===== src/rtl/xor_stream_acc.sv =====
// Purpose: XOR-accumulates a stream of beats per frame and reports XOR, parity, length, cut flag.
// Latency: result valid the cycle after the frame's final accepting edge.
// Backpressure: IN_READY low while a result is held; result held stable until OUT_READY.
module xor_stream_acc #(
  parameter  int WIDTH      = 8,
  parameter  int MAX_LEN    = 16,
  parameter  int PARITY_ODD = 0,
  localparam int LW         = $clog2(MAX_LEN + 1)
) (
  input  logic             CLK,
  input  logic             RST,
  input  logic [WIDTH-1:0] IN_DATA,
  input  logic             IN_VALID,
  input  logic             IN_LAST,
  output logic             IN_READY,
  output logic [WIDTH-1:0] OUT_DATA,
  output logic             OUT_PARITY,
  output logic [LW-1:0]    OUT_LEN,
  output logic             OUT_ERR,
  output logic             OUT_VALID,
  input  logic             OUT_READY
);

  typedef enum logic [1:0] {
    IDLE  = 2'd0,
    ACCUM = 2'd1,
    HOLD  = 2'd2
  } state_t;

  state_t           r_state;
  logic [WIDTH-1:0] r_acc;
  logic [LW-1:0]    r_len;
  logic             r_err;
  logic             r_in_ready;
  logic             r_out_valid;

  logic             w_accept;
  logic [WIDTH-1:0] w_next_acc;
  logic [LW-1:0]    w_next_len;
  logic             w_frame_end;

  // Next accumulator/length for a beat; a beat taken in IDLE starts a fresh frame.
  always_comb begin
    w_accept    = IN_VALID & r_in_ready;
    w_next_acc  = (r_state == IDLE) ? IN_DATA : (r_acc ^ IN_DATA);
    w_next_len  = (r_state == IDLE) ? LW'(1) : (r_len + LW'(1));
    w_frame_end = IN_LAST | (w_next_len == LW'(MAX_LEN));
  end

  // Frame FSM: accumulate beats, hold the result until downstream takes it.
  always_ff @(posedge CLK) begin
    if (RST) begin
      r_state     <= IDLE;
      r_acc       <= '0;
      r_len       <= '0;
      r_err       <= 1'b0;
      r_in_ready  <= 1'b1;
      r_out_valid <= 1'b0;
    end else begin
      case (r_state)
        IDLE, ACCUM: begin
          if (w_accept) begin
            r_acc <= w_next_acc;
            r_len <= w_next_len;
            if (w_frame_end) begin
              // Cut frames (length reached without IN_LAST) are flagged.
              r_err       <= ~IN_LAST;
              r_state     <= HOLD;
              r_in_ready  <= 1'b0;
              r_out_valid <= 1'b1;
            end else begin
              r_state <= ACCUM;
            end
          end
        end
        HOLD: begin
          if (OUT_READY) begin
            r_state     <= IDLE;
            r_in_ready  <= 1'b1;
            r_out_valid <= 1'b0;
          end
        end
        default: begin
          r_state     <= IDLE;
          r_in_ready  <= 1'b1;
          r_out_valid <= 1'b0;
        end
      endcase
    end
  end

  assign IN_READY   = r_in_ready;
  assign OUT_VALID  = r_out_valid;
  assign OUT_DATA   = r_acc;
  assign OUT_LEN    = r_len;
  assign OUT_ERR    = r_err;
  assign OUT_PARITY = (^r_acc) ^ 1'(PARITY_ODD);

endmodule


===== config.mk =====
export PLATFORM = sky130hd
export DESIGN_NAME = xor_stream_acc
export DESIGN_NICKNAME = d
export VERILOG_FILES = /design/src/rtl/xor_stream_acc.sv
export SDC_FILE = /design/constraint.sdc
export NUM_CORES = 1
export LEC_CHECK = 0
export CAP_MARGIN = 10
export CORE_AREA = 5 5 54 56
export CTS_CLUSTER_DIAMETER = 40
export CTS_CLUSTER_SIZE = 20
export DETAILED_ROUTE_END_ITERATION = 8
export DIE_AREA = 0 0 59 61
export PLACE_DENSITY_LB_ADDON = 0.25
export SETUP_SLACK_MARGIN = 0.1
export SYNTH_ARGS = -nofsm -noshare
export SYNTH_HDL_FRONTEND = slang
export SYNTH_SLANG_ARGS = --single-unit

===== constraint.sdc =====
create_clock -name CLK -period 1.8 [get_ports CLK]
set_input_delay 0.18 -clock CLK [delete_from_list [all_inputs] [get_ports CLK]]
set_output_delay 0.18 -clock CLK [all_outputs]
set_load 0.05 [all_outputs]

==> metrics.md <==
| Metric | Value |
|---|---|
| Synth Instances | between 100 and 150 |
| Max_cap viols | 0 |
| Critical Path Max Stage Delay | 0.81 ns |
| Total grt overflow | 0 |
| Clock buffer depth | 2 |
| CP bufs+invs | 1 |
| Clk root buf | clkbuf_4 |
| RePlAce Congestion | 0.922 |
| First-pass GRT wire length | between 3000 and 4000 um |
| Via density | 5.03 |
| Post-Syn Area per Cell | between 8 and 9 um^2 |
| Final Max Slew Viols | 0 |
| Top_reg_cell synth | dfxtp_1 |
| Minimum clock period | 1.65 ns |
| Top Usage Layer GRT | met2 |
| Max-slew headroom | 0.665 |
| Worst-path clk slew | around 0.10 ns |
| Met2 Use GR | 0.213 |
| Post-Route WL | 2120 um |
| Sequential-to-total area share from yosys stat | 0.367 |
| Period utilization | 0.918 |
| I/O Buffers | 29 |
| Core region area | approximately 0.0024 mm^2 |
| Register bit total from synthesis | 18 |
| Die Span X | 59 um |
| Initial antenna violation count | 0 |
| Final nets | 160 |
| Die area | 0.00360 mm^2 |
| Layout area overhead | 37.0% |
| Layout cell share with drive strength beyond 1 | 0.125 |
| Drt drc | 0 |
| Post-Route Skew | 0.000835 ns |
| Hold Crit Class | in2reg |
| GR Util All Layers | 0.127 |
| Synth top area share | 0.367 |
| CP delay by family, top | buffers and inverters |
| CP max FO | 4 |
| Layout fillers | 237 |
| Cell variety after synth | 24 |
| Total Negative Setup Slacks | 0 ns |
| Crit path DAT | roughly 1.5 ns |
| Synthesized area | 981 um^2 |
| Synth top area cells | dfxtp_1, mux2i_1, a21oi_1 |
| GR Util met1 | 0.159 |
| Worst-Skew Late Latency | around 0.28 ns |
| CP cell instances | clkdlybuf4s50_1 |
| Area post-placement | around 0.0013 mm^2 |
| Ant diodes | 0 |
| Hpwl dp | 1600 um |
| Final Hold Viols | 0 |
| 1st-iter DRT viols | 19 |
| Initial core utilization | 0.411 |
| Slowest-stage cell, CP | clkdlybuf4s50_1 |
| Mapped Nets | 129 |
| Peak VDD IR | 0.549 mV |
| CTS Buf Count | 3 |
| Post-DR wirelength/cell | about 12 um |
| Hold Buf Count CTS | 0 |
| GR Util met3 | 0.0362 |
| Pleak | 0.559 nW |
| DP Cell Count | 171 |
| IO Count | 30 |
| Fmax achieved | 605 MHz |
| Count leader, synth | dfxtp_1 |
| Count of final setup violators | 0 |
| Pwr Density | between 800 and 900 mW/mm^2 |
| WS Path Type | reg2out |
| DRT Pass-1 Iters | 4 |
| H-Tree Depth | 1 |
| # rows | 18 |
| Endpoint class of the critical path | output port |
| Crit path launch type | flip-flop |
| Unrepaired setup endpoints after global routing | no |
| Critical Path RT | 1.62 ns |
| Synth area leader | dfxtp_1 |
| Final ANT Viol Nets | 0 |
| Status | completed |
| Post-synth EDFFs | 0 |
| Least-Margin Pin Slew | 0.502 ns |
| YS warnings | 0 |
| FFs w/ async S/R, synth | 0 |
| Largest net degree at the start of global routing | 25 |
| List of most frequent post-synthesis cells | dfxtp_1, nand2_1, a21oi_1 |
| TritonCTS clock tree | built |
| Vias in the first global route | 863 |
| Vias post-DR | approximately 880 |
| DIE HEIGHT | 61 um |
| Clk sinks | 18 |
| Finished Cell Area | 0.00134 mm^2 |
| Finished Layout Cells | ~170 |
kinds of logic (layout without fill, tap and decap cells):
logic type               count (synthesis)  after routing  synth area share
buffers and inverters                    6             35            0.0255
AO/OA/AOI/OAI                           27             27             0.148
AND/OR/NAND/NOR                         46             46             0.277
XOR/XNOR                                 9              9            0.0880
multiplexers                             8              8            0.0816
flip-flops                              18             18             0.367
adder cells (fa/ha/maj)                  1              1            0.0128
path summary, 6_finish.rpt:
| path | from | to | slack, ns | depth (start not counted) |
|---|---|---|---|---|
| max reg2reg | OUT_LEN[0]$_SDFFE_PP0P_ | IN_READY$_SDFFE_PP1P_ | 0.33 | 5 |
| min reg2reg | OUT_LEN[4]$_SDFFE_PP0P_ | OUT_LEN[4]$_SDFFE_PP0P_ | 0.49 | 2 |
| max | OUT_DATA[3]$_SDFFE_PP0P_ | OUT_DATA[3] | 0.15 | 1 |
| min | IN_DATA[1] | OUT_DATA[1]$_SDFFE_PP0P_ | 0.46 | 3 |
power breakdown:
group,total [mW],switching [mW],internal [mW]
Sequential,0.458,0.0327,0.426
Combinational,0.447,0.252,0.196
Clock,0.196,0.119,0.0777
cells in the final DEF, fill, tap and decap left out, types with 2 or more instances in the layout:
| cell | synthesis | routed |
|---|---|---|
| nand3_1 | 6 | 6 |
| dfxtp_1 | 18 | 14 |
| nor4_2 | 2 | 2 |
| xnor2_1 | 7 | 6 |
| o21a_1 | 2 | 2 |
| clkbuf_4 | 0 | 3 |
| o21ai_1 | 8 | 8 |
| nor2b_1 | 11 | 11 |
| nand2_1 | 17 | 17 |
| xnor2_2 | 1 | 2 |
| dfxtp_2 | 0 | 4 |
| dlymetal6s2s_1 | 0 | 2 |
| mux2i_1 | 8 | 8 |
| buf_4 | 0 | 4 |
| nor2_1 | 4 | 4 |
| dlygate4sd2_1 | 0 | 8 |
| a21oi_1 | 15 | 15 |
| clkdlybuf4s50_1 | 0 | 17 |
layer usage:
metal / share of wire / up-vias
met5: 0 / -
met4: 0.0066 / 0
met3: 0.068 / 2
met2: 0.44 / 24
met1: 0.48 / 392
li1: - / 458
timing repair:
action	4_1_cts	5_1_grt
resized for setup	8	2
gates cloned	0	0
endpoints found under the setup margin	8	2
buffers inserted	0	0
cell type report:
class / count / area (um^2) / share of cell area
Tap cell: 30 / 37.5 / 0.0279
Clock buffer: 3 / 22.5 / 0.0168
Sequential cell: 18 / 365 / 0.272
Timing Repair Buffer: 32 / 315 / 0.235
Multi-Input combinational cell: 91 / 603 / 0.449
stage by stage:
stage                     hold WS [ns]   util  total power [mW]  setup slack [ns]
final                            0.465  0.563              1.10             0.148
after global routing             0.481  0.563              1.15             0.102
after CTS                        0.462  0.561              1.11             0.126
after detailed placement         0.474  0.556             0.930             0.219
after global placement           0.469  0.556             0.920             0.283
after floorplan                  0.309      -             0.755            0.0897
sequential cells by signal (all words and copies together), names as in the netlist:
| register | flops |
|---|---|
| OUT_VALID | 1 |
| r_state | 2 |
| OUT_ERR | 1 |
| OUT_LEN | 5 |
| IN_READY | 1 |
| OUT_DATA | 8 |
No activity file was read; power rests on OpenSTA's default activity.
